==> config.mk <==
export PLATFORM = sky130hd
export DESIGN_NAME = rr_arbiter_n_flat
export DESIGN_NICKNAME = d
export VERILOG_FILES = /design/src/rtl/rr_arbiter_n_if.sv /design/src/rtl/rr_arbiter_n.sv /design/src/flat_wrapper.sv
export SDC_FILE = /design/constraint.sdc
export NUM_CORES = 1
export LEC_CHECK = 0
export CORE_ASPECT_RATIO = 0.8
export CORE_UTILIZATION = 40
export DETAILED_ROUTE_END_ITERATION = 10
export HOLD_SLACK_MARGIN = 0.03
export MAX_ROUTING_LAYER = met4
export PLACE_DENSITY = 0.68
export SYNTH_ARGS = -nofsm -noshare
export SYNTH_HDL_FRONTEND = slang
export SYNTH_SLANG_ARGS = --single-unit
==> constraint.sdc <==
create_clock -name clock -period 4.4 [get_ports clock]
set_input_delay 0.88 -clock clock [delete_from_list [all_inputs] [get_ports clock]]
set_output_delay 0.88 -clock clock [all_outputs]
set_load 0.005 [all_outputs]
==> src/rtl/rr_arbiter_n_if.sv <==
// rr_arbiter_n_if: request/grant bundle; master drives en/req/lock and observes grants, slave is the arbiter
interface rr_arbiter_n_if #(
  parameter int NUM_REQ = 8
);
  localparam int IW = $clog2(NUM_REQ);
  logic               en;
  logic [NUM_REQ-1:0] req;
  logic               lock;
  logic [NUM_REQ-1:0] gnt;
  logic [IW-1:0]      gnt_idx;
  logic               gnt_valid;
  logic               req_up;
  logic               holding;
  modport master (output en, req, lock, input gnt, gnt_idx, gnt_valid, req_up, holding);
  modport slave  (input en, req, lock, output gnt, gnt_idx, gnt_valid, req_up, holding);
endinterface

==> src/rtl/rr_arbiter_n.sv <==
// rr_arbiter_n: N-way round-robin arbiter with optional bounded grant locking (RR_ARB_LOCK_EN); ports clock, reset, bus (rr_arbiter_n_if.slave: en/req/lock in, gnt/gnt_idx/gnt_valid/req_up/holding out)
module rr_arbiter_n #(
  parameter int NUM_REQ  = 8,
  parameter int MAX_HOLD = 4
) (
  input logic           clock,
  input logic           reset,
  rr_arbiter_n_if.slave bus
);
  localparam int IW = $clog2(NUM_REQ);
  logic [IW-1:0]          ptr_q, ptr_d, pick, off, win;
  logic [2*NUM_REQ-1:0]   dbl;
  logic                   hold_go, any, live;
  assign dbl = {bus.req, bus.req} >> ptr_q;
  always_comb begin
    off = '0;
    for (int k = NUM_REQ - 1; k >= 0; k--) off = dbl[k] ? IW'(k) : off;
  end
  assign pick = ptr_q + off;
`ifdef RR_ARB_LOCK_EN
  localparam int CW = $clog2(MAX_HOLD + 1);
  localparam logic [0:0] IDLE = 1'b0;
  localparam logic [0:0] HOLD = 1'b1;
  logic [0:0]    state_q, state_d;
  logic [IW-1:0] owner_q, owner_d;
  logic [CW-1:0] cnt_q, cnt_d;
  logic          enter, rel;
  assign hold_go = state_q == HOLD && bus.req[owner_q] && bus.lock;
  assign win     = hold_go ? owner_q : pick;
  assign enter   = bus.en && !hold_go && bus.lock && |bus.req && (MAX_HOLD > 1);
  assign rel     = hold_go && (cnt_q + CW'(1) == CW'(MAX_HOLD));
  always_comb begin
    state_d = !bus.en ? state_q : (enter || (hold_go && !rel)) ? HOLD : IDLE;
    owner_d = enter ? pick : owner_q;
    cnt_d   = enter ? CW'(1) : (bus.en && hold_go) ? cnt_q + CW'(1) : cnt_q;
  end
  always_ff @(posedge clock) begin
    if (reset) begin
      state_q <= IDLE;
      owner_q <= '0;
      cnt_q   <= '0;
    end else begin
      state_q <= state_d;
      owner_q <= owner_d;
      cnt_q   <= cnt_d;
    end
  end
  assign bus.holding = state_q == HOLD && !reset;
`else
  logic unused_lock;
  assign unused_lock = bus.lock;
  assign hold_go     = 1'b0;
  assign win         = pick;
  assign bus.holding = 1'b0;
`endif
  assign any  = hold_go || |bus.req;
  assign live = bus.en && !reset && any;
  // the pointer only moves on a fresh pick; a continuing tenure leaves it at owner+1
  assign ptr_d = (bus.en && any && !hold_go) ? pick + IW'(1) : ptr_q;
  always_ff @(posedge clock) begin
    if (reset) ptr_q <= '0;
    else       ptr_q <= ptr_d;
  end
  assign bus.gnt       = live ? {{(NUM_REQ-1){1'b0}}, 1'b1} << win : '0;
  assign bus.gnt_idx   = live ? win : '0;
  assign bus.gnt_valid = live;
  assign bus.req_up    = |bus.req;
endmodule
==> src/flat_wrapper.sv <==
// flat-port wrapper written by rule: the top's interface ports become plain ports
module rr_arbiter_n_flat 
#(
  parameter int NUM_REQ  = 8,
  parameter int MAX_HOLD = 4
)
  (clock, reset, bus_en, bus_req, bus_lock, bus_gnt, bus_gnt_idx, bus_gnt_valid, bus_req_up, bus_holding);
  rr_arbiter_n_if #(.NUM_REQ(NUM_REQ)) bus_i ();
  input logic clock;
  input logic reset;
  input wire logic [$bits(bus_i.en)-1:0] bus_en;
  input wire logic [$bits(bus_i.req)-1:0] bus_req;
  input wire logic [$bits(bus_i.lock)-1:0] bus_lock;
  output wire logic [$bits(bus_i.gnt)-1:0] bus_gnt;
  output wire logic [$bits(bus_i.gnt_idx)-1:0] bus_gnt_idx;
  output wire logic [$bits(bus_i.gnt_valid)-1:0] bus_gnt_valid;
  output wire logic [$bits(bus_i.req_up)-1:0] bus_req_up;
  output wire logic [$bits(bus_i.holding)-1:0] bus_holding;
  assign bus_i.en = bus_en;
  assign bus_i.req = bus_req;
  assign bus_i.lock = bus_lock;
  assign bus_gnt = bus_i.gnt;
  assign bus_gnt_idx = bus_i.gnt_idx;
  assign bus_gnt_valid = bus_i.gnt_valid;
  assign bus_req_up = bus_i.req_up;
  assign bus_holding = bus_i.holding;
  rr_arbiter_n #(.NUM_REQ(NUM_REQ), .MAX_HOLD(MAX_HOLD)) u_core (.clock(clock), .reset(reset), .bus(bus_i));
endmodule
# == After elaboration in Yosys (flattened, before gate mapping) ==
# Index checks and enable logic that the tools add are counted.
# word_totals
ff_bits,3
in_bits,12
output_inout_bits,14
elab_cells,20
# op_classes
n_addsub,2
shifts,2
muxes,10
n_reduce_logical,5
# ops
operator,count
$mux W3,9
$shr A16 B3 Y8,1
$mux W8,1
$reduce_or A8 Y1,1
$shl A1 B3 Y8 const A,1
$add A3 B1 Y3 const B,1
$add A3 B3 Y3,1
$logic_and A1 B1 Y1,3
$logic_not A1 Y1,1

# == Longest topological paths before layout ==
# logic_depth
ltp_word,12
depth_mapped,16
depth_no_buf,14

# == Least setup slack after synthesis ==
# No wires, ideal clock.
# synth_path
kind,input to output
from,input bus_req[3]
to,output bus_gnt[7]
t_arrival_ns,3.342
t_required_ns,3.520
path_slack_ns,0.178
cell_stages,14
path_buffers,1
path_cell_list,clkbuf_2 -> or3b_1 -> o2111ai_1 -> o41ai_1 -> o221a_1 -> o21ai_1 -> a32o_1 -> ha_1 -> inv_1 -> fa_1 -> inv_1 -> ha_1 -> ha_1 -> and2_1
# synth_via
elab_chain_len,12
word_cells_on_any_way,14
cone_classes,add/sub (1); shift (2); mux (9); reduce/logical (2)
# synth_lines
item,line_no,text
"start, declared",flat_wrapper.sv:12,input wire logic [$bits(bus_i.req)-1:0] bus_req;
$shr A16 B3 Y8,rr_arbiter_n.sv:14,"assign dbl = {bus.req, bus.req} >> ptr_q;"
$mux W3 (8 in a row),rr_arbiter_n.sv:17,for (int k = NUM_REQ - 1; k >= 0; k--) off = dbl[k] ? IW'(k) : off;
$add A3 B3 Y3,rr_arbiter_n.sv:19,assign pick = ptr_q + off;
$shl A1 B3 Y8,rr_arbiter_n.sv:64,"assign bus.gnt = live ? {{(NUM_REQ-1){1'b0}}, 1'b1} << win : '0;"
$mux W8 *,rr_arbiter_n.sv:64,
"end, declared",flat_wrapper.sv:14,output wire logic [$bits(bus_i.gnt)-1:0] bus_gnt;
# Every way passes the cells marked *; elsewhere a longest branch is shown, timed or not.

# == Worst setup path in the final report ==
# layout_path
from,input bus_req[4]
to,output bus_gnt[7]
# Same word-level chain as after synthesis.

==> results.ini <==
[status]
status=finished with violations
violations=negative setup slack

[logic_synthesis]
synth_edf_count=0
synth_fp_nets=147
ys.flop_type=dfxtp_1
yosysUniqueCellTypes=54
synth_area_per_cell_sq_um=7.576
ys.warnings.count=0
synthArstFlopShare_pct=0
postSynthCellCount=128
seq_area_frac_synth_pct=6.194
syn_area_sq_um=969.7
ys_seq_elements=3

[setup_path]
cp_max_fo=3
cpPeakStageDelay_ps=450
r2r-start=u_core.ptr_q[0]
cp_cell_sequence=buf_8, buf_6, buf_4, mux2i_2, buf_4, nand3_2, o211ai_1, o221a_1, o21ai_1, a32o_2, ha_4, inv_2, fa_2, inv_2, ha_4, ha_4, and2_1, buf_2
cp-startpoint=bus_req[4]
critPathLaunchType=primary input
crit_path_frequent_cell=ha_4
path_depth=18
critical_path.top_delay_family=adder cells
rrSetupSlack_ps=1100
critPathBufInv=7
r2r_cells=16
crit_path_end=bus_gnt[7]
crit_path_end_kind=output port
arrival_ps=3590
worstReg2RegEnd=u_core.ptr_q[2]
critPathKind=primary input to output port
crit_path_top_delay_cell=fa_2
required_ps=3520

[clocking]
htree_levels=1
cts_inserted_buffers=3
clkSinkCount=3
root_buffer=clkbuf_4
clk_latency_ps=230
cts_tree=built
cts_hold_buf=0
cts_buffer_depth=2
clk_pin_slew_worst_paths_ps=30

[cells_and_area]
layoutNonFillerInstCount=217
n_antenna_cell=0
drive_gt1_share_pct=54.17
final_area_sq_um=1688
reg_top3=u_core.ptr_q (3)
synthToLayoutAreaGrowth_pct=74.06
largest_reg_flops=3
top_register=u_core.ptr_q
layout.nets=212

[routing]
vias=1229
first_pass_iters=4
viasPerCell=5.664
ant_nets=0
drt-total-wl_um=3323
wl_met1_um=1486
wl_met2_um=1692
wl_per_cell_um=15.31
route.met3.wl_um=89
drtIter0Drc=113
highest_layer=met4
drc=0

[sta]
hold_viol=0
slew_headroom_pct=58.87
report.final.slew_viol_count=0
fin_ws_ps=-65.87
rsz0062_at_grt=true
setup_tns_ps=-285.3
tightest_slew_ps=616.1
skew_ps=1.649
setup_viol=9
fmax_mhz=223.9
fin_crit_ps=4466
fin_crit_sh_pct=101.5

[placed_design]
place_area_sq_um=1428
dp_hpwl_um=2409
dp.cells=201
gp_congestion=0.8359
io_buffers=23

[global_route]
grt_overflow=0
antenna_found_initial=0
grt_pass1_vias=1208
groute.usage.overall_pct=27.19
grt_max_degree=22
grt_first_pass_wirelength_um=5278

[run]
drv_cap=0

[floorplan]
die_area_sq_um=2626
fp.dieH_um=46.04
start_util_pct=43.79
rows=15
ioPinCount=26
die_w_um=57.05
core_sq_um=2215

[pwr]
cellLeakagePower_nw=0.7394
powerDensity_nw_per_um2=522.6
ir_drop_uv=451.2
power_mw=0.8821

[min_path]
hold_class=flip-flop to flip-flop
worstHoldStart=u_core.ptr_q[0]

-- routing by layer --
layer / vias to the layer above / GRT usage [%]
met5: - / -
met4: 0 / 10.24
met3: 6 / 0
met2: 35 / 48.47
met1: 586 / 33.95
li1: 602 / -
-- synthesized netlist by cell type (all sizes together) (2+ instances only) --
cell type / instances / area share (%)
nand3: 3 / 1.5
nand2: 22 / 8.5
ha: 6 / 7.7
a21boi: 2 / 1.5
nor3: 8 / 4.6
a211oi: 3 / 2.8
or3b: 2 / 1.8
dfxtp: 3 / 6.2
nor2: 12 / 4.6
nor2b: 5 / 3.2
o2111ai: 2 / 1.8
o41ai: 2 / 1.8
a31oi: 2 / 1.3
a21oi: 6 / 3.9
mux2i: 8 / 9.5
o21ai: 4 / 2.5
nand2b: 2 / 1.3
clkbuf: 3 / 1.7
mux2: 2 / 2.3
inv: 6 / 2.3
mux4: 2 / 5.0
buf: 5 / 4.9
-- power by group --
group          internal (mW)  leakage, nW  total [mW]  switching [mW]
combinational          0.407        0.700       0.786           0.380
clock                 0.0339       0.0150      0.0470          0.0130
sequential            0.0359       0.0247      0.0490          0.0131
-- how the worst min path moves through the flow --
stage | end | slack (ps) | cells after the start
after floorplan | u_core.ptr_q[0] | 830 | 4
after global placement | u_core.ptr_q[0] | 680 | 3
after detailed placement | u_core.ptr_q[0] | 700 | 3
after CTS | u_core.ptr_q[0] | 710 | 3
after global routing | u_core.ptr_q[0] | 760 | 3
final | u_core.ptr_q[0] | 710 | 3
-- cell families (layout without fill, tap and decap cells) --
kind of cell,after synthesis,count (layout),synth area share (%)
compound gates,28,28,22.45
xor+xnor,1,1,2.839
fa+ha+maj,8,8,10.97
buf+inv,14,78,8.902
flops,3,3,6.194
mux,12,12,16.90
other cells,1,1,0.3867
simple gates,61,61,31.36
-- through the flow --
step	util, %	hold slack [ps]	worst slack [ps]
after detailed placement	64.46	696.8	-906.7
after global placement	64.46	680.4	-787.4
after floorplan	-	827.8	178.1
final	76.21	711.7	-65.87
after CTS	73.16	714.4	-101.3
after global routing	76.21	755.2	-193.4
-- tightest hold or removal path: stages (launching register included) --
cell and delay [ps]:
dfxtp_1 320, buf_12 170, a21oi_1 130, nor2_1 50
-- repair_timing --
action / CTS / global route
setup endpoints to repair: 11 / 10
setup buffers: 12 / 1
resized for setup: 102 / 16
cloned: 0 / 0
pin swaps: 14 / 10
-- layout make-up --
class                      instances  area [sq um]
clock buffer                       4         26.28
multi-input combinational        111          1008
inverter                           6         22.52
timing repair buffer              68         539.3
fill                             154         526.8
tap                               25         31.28
sequential                         3         60.06
-- cell usage in the layout (no fill, tap or decap), types with 3 or more instances in the layout --
cell             count
nor2_1              12
buf_6                6
mux2i_1              3
dfxtp_1              3
nor2b_1              3
buf_4               38
clkbuf_4             3
clkdlybuf4s50_1      4
ha_4                 5
buf_2               13
nand2_1             20
mux2i_4              3
a21oi_1              4
nor3_2               3
o21ai_1              3
nor3_1               5
inv_2                4
(Power assumes the default switching activity.)
